[src/rtl/fetch_queue.sv]
// fetch_queue: captures (pc, instruction) pairs from fetch into a DEPTH-entry
// circular buffer, drives freeze as backpressure, flushes on branch_taken and
// hands the head entry to decode through a valid/ready handshake.
// Optional: define FETCH_QUEUE_STATS_EN to add the 16-bit discard_count output.
module fetch_queue #(
   parameter int unsigned BIT_NUMBER = 32,
   parameter int unsigned DEPTH      = 4
) (
   input  logic                  clk,
   input  logic                  rst,
   input  logic [BIT_NUMBER-1:0] pc,
   input  logic [BIT_NUMBER-1:0] instruction,
   input  logic                  branch_taken,
   output logic                  freeze,
   output logic                  out_valid,
   input  logic                  out_ready,
   output logic [BIT_NUMBER-1:0] out_pc,
   output logic [BIT_NUMBER-1:0] out_instruction
`ifdef FETCH_QUEUE_STATS_EN
   ,
   output logic [15:0]           discard_count
`endif
);

   localparam int unsigned PTR_W = (DEPTH > 1) ? $clog2(DEPTH) : 1;
   localparam int unsigned CNT_W = PTR_W + 1;

   logic [BIT_NUMBER-1:0] mem_pc    [DEPTH];
   logic [BIT_NUMBER-1:0] mem_instr [DEPTH];
   logic [PTR_W-1:0]      wr_ptr;
   logic [PTR_W-1:0]      rd_ptr;
   logic [CNT_W-1:0]      count;
   logic                  push;
   logic                  pop;

   // Status and head read derived from registered state only
   always_comb begin
      freeze          = (count == CNT_W'(DEPTH));
      out_valid       = (count != '0);
      push            = !freeze && !branch_taken;
      pop             = out_valid && out_ready && !branch_taken;
      out_pc          = mem_pc[rd_ptr];
      out_instruction = mem_instr[rd_ptr];
   end

   // Storage write; cleared on reset so the head reads 0 out of reset
   always_ff @(posedge clk or negedge rst) begin
      if (!rst) begin
         for (int i = 0; i < int'(DEPTH); i++) begin
            mem_pc[i]    <= '0;
            mem_instr[i] <= '0;
         end
      end else if (push) begin
         mem_pc[wr_ptr]    <= pc;
         mem_instr[wr_ptr] <= instruction;
      end
   end

   // Pointer and occupancy update; flush has priority over push and pop
   always_ff @(posedge clk or negedge rst) begin
      if (!rst) begin
         wr_ptr <= '0;
         rd_ptr <= '0;
         count  <= '0;
      end else if (branch_taken) begin
         wr_ptr <= '0;
         rd_ptr <= '0;
         count  <= '0;
      end else begin
         if (push) wr_ptr <= wr_ptr + PTR_W'(1);
         if (pop)  rd_ptr <= rd_ptr + PTR_W'(1);
         if (push && !pop)      count <= count + CNT_W'(1);
         else if (pop && !push) count <= count - CNT_W'(1);
      end
   end

`ifdef FETCH_QUEUE_STATS_EN
   logic [16:0] discard_sum;

   // Buffered entries plus the dropped presented pair, saturating
   always_comb begin
      discard_sum = {1'b0, discard_count} + 17'(count) + 17'd1;
   end

   // Discard statistics counter
   always_ff @(posedge clk or negedge rst) begin
      if (!rst) begin
         discard_count <= '0;
      end else if (branch_taken) begin
         discard_count <= discard_sum[16] ? 16'hFFFF : discard_sum[15:0];
      end
   end
`endif

endmodule

[config.mk]
export PLATFORM = sky130hd
export DESIGN_NAME = fetch_queue
export DESIGN_NICKNAME = d
export VERILOG_FILES = /design/src/rtl/fetch_queue.sv
export SDC_FILE = /design/constraint.sdc
export NUM_CORES = 1
export LEC_CHECK = 0
export CAP_MARGIN = 20
export CORE_ASPECT_RATIO = 0.75
export CORE_UTILIZATION = 45
export CTS_BUF_LIST = sky130_fd_sc_hd__clkbuf_8
export DETAILED_ROUTE_END_ITERATION = 10
export GPL_TIMING_DRIVEN = 0
export PLACE_DENSITY_LB_ADDON = 0.08
export SLEW_MARGIN = 0
export SYNTH_ARGS = -nofsm -noshare
export SYNTH_HDL_FRONTEND = slang
export SYNTH_SLANG_ARGS = --single-unit
[constraint.sdc]
create_clock -name clk -period 4.1 [get_ports clk]
set_input_delay 0.41 -clock clk [delete_from_list [all_inputs] [get_ports clk]]
set_output_delay 0.41 -clock clk [all_outputs]
set_load 0.02 [all_outputs]
* Yosys cells after proc, flatten, opt, wreduce, memory -nomap -nowiden
Index checks and enable logic that the tools add are counted.
** Cells by class
- Eq/ne operators :: 1
- Bitwise gates (word level) :: 2
- Multiplexer cells :: 17
- Add/subtract/negate cells :: 4
- Reduce and logical (&&, ||, !) cells :: 14
- $lt $le $gt $ge :: 3
** Operator list (number)
- $bwmux 128 :: 2
- $mux 32 :: 5
- $bmux 32 s2 :: 2
- $demux 32 s2 :: 1
- $mux 3 :: 3
- $mux 2 :: 4
- $ge 3x3->1 const B :: 2
- $logic_and 1x1->1 :: 6
- $not 2->3 :: 2
- $reduce_bool 3->1 :: 2
- $add 2x1->2 const B :: 2
- $logic_not 1->1 :: 4
- $reduce_bool 2->1 :: 2
- $add 3x1->3 const B :: 1
- $eq 3x3->1 const B :: 1
- $lt 3x1->1 const B :: 1
- $sub 3x1->3 const B :: 1
** Storage, ports and cells
- Word-level logic and storage cells :: 52
- Output and inout port bits :: 66
- Flip-flop bits (word level) :: 263
- Input bits :: 68

* Depth between registers and ports, before layout
- Depth after elaboration :: 8
- Mapped depth :: 7
- Gate-level depth less buffers :: 6

* Least setup slack after synthesis
OpenSTA, ideal clock, no wires.
- Kind :: reg-to-reg
- From :: reg count[1]
- To :: reg count[2]
- Setup time :: 82 ps
- Cell stages (with the launch flop) :: 7
- Data arrival time :: 1918 ps
- Path slack :: 2100 ps
- Buffers on the path :: 1
- Data required time :: 4018 ps
- Path through :: dfrtp_1 > buf_2 > nor3b_4 > a211oi_1 > fa_1 > or3_1 > a31oi_1
** On the way
- Elaborated cells on any way between the ends :: 16
- Those cells by class :: add/sub (2); eq/ne (1); mux (3); reduce/logical (10)
** RTL lines
- start, declared :: RTL line 32 : logic [CNT_W-1:0] count;
- start signal, assigned :: RTL line 72 : if (push && !pop) count <= count + CNT_W'(1);
- start signal, assigned :: RTL line 73 : else if (pop && !push) count <= count - CNT_W'(1);
- $eq 3x3->1 * :: RTL line 38 : freeze = (count == CNT_W'(DEPTH));
- via freeze :: RTL line 14 : output logic freeze,
- $logic_not 1->1 * :: RTL line 40 : push = !freeze && !branch_taken;
- $logic_and 1x1->1 * :: RTL line 40
- $logic_and 1x1->1 / $logic_not 1->1 (equally long branches) :: RTL line 72, 73
- $mux 3 / $logic_and 1x1->1 (equally long branches) :: RTL line 72, 73
- $mux 3 / $reduce_bool 3->1 (equally long branches)
The timed path passes the listed nets; every way through them passes the cells marked *. The select of a mux whose other input is x is not followed.
A chain may end at the register's enable or synchronous reset.

* Worst setup path after layout
- From :: reg rd_ptr[1]
- To :: out out_pc[23]
** On the way
- Cells in the longest elaborated chain, start to end :: 4
** RTL lines
- start, declared :: RTL line 31 : logic [PTR_W-1:0] rd_ptr;
- start signal, assigned :: RTL line 71 : if (pop) rd_ptr <= rd_ptr + PTR_W'(1);
- $not 2->3 (not written as such) :: RTL line 42 : out_pc = mem_pc[rd_ptr];
- $bmux 32 s2 :: RTL line 42
- $mux 32 (not written as such) (2 in a row) :: RTL line 42
- end, declared :: RTL line 17 : output logic [BIT_NUMBER-1:0] out_pc,
Every way passes these cells. The select of a mux whose other input is x is not followed.

==> parameters.txt <==
Parameter                              Value

Clock network
  Maximum level of the CTS H-tree ... 2
  Clock tree from TritonCTS ... done
  Buffer count from post-CTS setup fixing ... 0
  Clock transition at the registers of the reported paths ... 50 ps
  Number of buffers added by the clock tree synthesis step ... 44
  Cell at the root of the clock tree ... clkbuf_8
  Clock buffer depth ... 3
  Clk_lat worst skew ... between 500 and 600 ps
  # hold bufs at CTS ... 1
  Count of clock tree sinks ... 263
  Resized Gates After CTS ... 0

Routing
  Antenna-violating nets left ... 0
  Number of search-and-repair iterations in the first detailed-routing pass ... 6
  Met1 layer wirelength in the final routing ... 11000 um
  Final Routed Wirelength ... 25000 um
  Routed wire length on met2 ... ~12000 um
  Vias ... 6450
  Routed met3 length ... between 1000 and 1500 um
  Detailed Route Iter0 Violations ... 186
  Routed wire length per instance ... 20.5 um
  Average via count per standard cell ... 5.30
  DRC violations left ... 0
  Highest metal layer with signal wires ... met5

STA
  Final setup vio count ... 0
  Unrepaired setup endpoints after global routing ... false
  Max_slew headroom ... 38.5%
  Number of failing hold endpoints at the final stage ... 0
  Post-Route Skew ... 10.4 ps
  Actual slew at the worst max-slew pin ... 923 ps
  Max Transition Viols Final ... 0
  Setup slack of the critical path after layout ... about 600 ps
  Peak Freq ... 0.286 GHz
  Final min period ... 3500 ps
  Share of the clock period used by the worst path ... 85.3%
  Sum Neg Setup Slack ... 0 ps

Logic synthesis
  Summed instance area of the synthesized netlist ... 11600 um^2
  Share of Yosys cell area claimed by the top area cell type ... 56.8%
  Top post-synthesis cells by area ... dfrtp_1 (57%), mux2_2 (25%), mux4_2 (12%)
  Gate count after technology mapping ... 669
  Async set-reset flop share out of synthesis ... 100%
  FF+latch count, synth ... 263
  Syn_nets ... 742
  Distinct cell type count of the synthesized netlist ... 30
  Number of warning messages in the yosys log ... 0
  Synth area leader ... dfrtp_1
  Primary flip-flop cell chosen by synthesis mapping ... dfrtp_1
  Sequential share of the synthesized area ... 56.8%
  Post-synth EDFFs ... 0
  Average cell area after synthesis ... 17.3 um^2

Finish
  Top library cells by usage in the layout, fill and taps aside ... dfrtp_1 (263), mux2_2 (256), clkdlybuf4s50_1 (132), mux4_2 (64), clkbuf_8 (52)
  Sequential cell area ... 6580 um^2
  Cell area after layout ... approximately 14000 um^2
  Layout Utilization ... between 50% and 60%
  Layout Area Growth over Synthesis ... 22.6%
  Ant. Diodes ... 0
  Most common cell after layout, fill and taps aside ... dfrtp_1
  Total area of multi-input combinational cells ... 4610 um^2
  Fill cell count ... roughly 2000
  Layout Nets ... 924
  Layout cells sized above 1 ... 47.1%

Critical path
  Delay of the slowest cell on the worst path ... 610 ps
  Crit. End Element ... output pin
  CP max-delay cell ... clkbuf_1
  Critical path fanouts, max ... 10
  Most frequent CP cell ... clkbuf_1
  Number of buffer and inverter instances along the worst setup path ... 3
  Critical path data arrival time ... approximately 3100 ps
  Crit start category ... register
  Largest delay contributor family on the critical path ... buffers and inverters
  Cell breakdown of the critical path ... clkbuf_1, clkbuf_1, mux4_2, clkdlybuf4s50_1
  Startpoint-to-endpoint class of the critical path ... register to output pin
  Worst EP required ... 3690 ps

Die
  Number of cell rows ... 50
  Starting utilization of the core area ... 46.1%
  Full die area ... roughly 26000 um^2
  Die Ht ... 141 um
  Die W ... roughly 190 um
  I/O pin count ... around 130
  CORE AREA ... ~25000 um^2

Status
  Outcome ... completed

Placed design
  Sum of net half-perimeters after detailed placement ... between 15000 and 20000 um
  IO buf count ... 133
  Area after detailed placement ... around 13000 um^2
  RD Place Congestion ... about 0.76
  Pre-CTS setup slack ... 1140 ps

Hold path
  Classification of the worst-slack hold path ... register to register

GRT
  Total grt overflow ... 0
  Number of antenna violations at the first check in global routing ... 1
  Largest net degree at the start of global routing ... 134
  Wire length of the first global-routing pass ... approximately 41000 um
  GRT Util Overall ... 19.7%
  Vias in the first global route ... 7488

Power
  Leak pwr ... 5.85 nW
  Power density normalized to cell area ... 819 nW/um^2
  Peak supply drop ... 0.444 mV
  Total power consumption of the routed design ... 11.7 mW

Flow run
  Max-Cap Viols ... 0
-- layout make-up --
class	count	share of cell area, %
multi-input cells	356	32.4
repair buffers	136	9.85
flip-flops and latches	263	46.3
well taps	338	2.97
clock inverters	22	0.598
plain buffers	46	2.75
inverters	4	0.106
clock buffers	52	5.03
-- stage by stage --
step                      hold slack (ps)  cells
after detailed placement              490   1142
final                                 498   1217
after CTS                             503   1217
after global routing                  514   1217
after global placement                483   1140
after floorplan                       114    669
-- Yosys cell counts, types with 2 or more instances --
cell and instances:
dfrtp_1 263, mux2_2 256, mux4_2 64, buf_6 28, clkbuf_1 8, buf_2 7
ha_1 4, inv_1 4, nor2_1 4, nor3b_1 4, a31oi_1 3, buf_1 3
nand2_1 2, or3_1 2, xor2_1 2
-- sequential cells by signal (all words and copies together) (netlist names) --
register   count
count          3
mem_instr    128
mem_pc       128
rd_ptr         2
wr_ptr         2
-- kinds of logic after synthesis --
logic type | Yosys count | synth area share, %
mux | 321 | 37.4
flops | 263 | 56.8
buf+inv | 50 | 3.51
simple gates | 17 | 0.939
compound gates | 10 | 0.593
fa+ha+maj | 5 | 0.604
xor+xnor | 3 | 0.227
-- final timing paths --
kind	start	to	slack (ps)	depth (start not counted)
max in group asynchronous	rst	mem_pc[81]	2520	4
min reg2reg	mem_instr[36]	mem_instr[36]	500	1
min in group asynchronous	rst	mem_instr[52]	510	3
min	mem_instr[36]	mem_instr[36]	500	1
max reg2reg	count[1]	count[2]	2000	6
max	rd_ptr[1]	out_pc[23]	600	4
-- layer usage --
layer / track usage, % / up-vias
met3: 4.68 / 39
met1: 26.7 / 3393
met2: 32.1 / 157
li1: - / 2859
met4: 5.35 / 2
met5: 0 / -
-- report_power, final --
part	leakage, nW	switching [mW]	internal, mW
combinational	2.21	2.06	2.93
clock	0.488	0.991	1.14
sequential	3.16	0.637	3.90
Note: power is estimated with default switching activity, not from simulation.
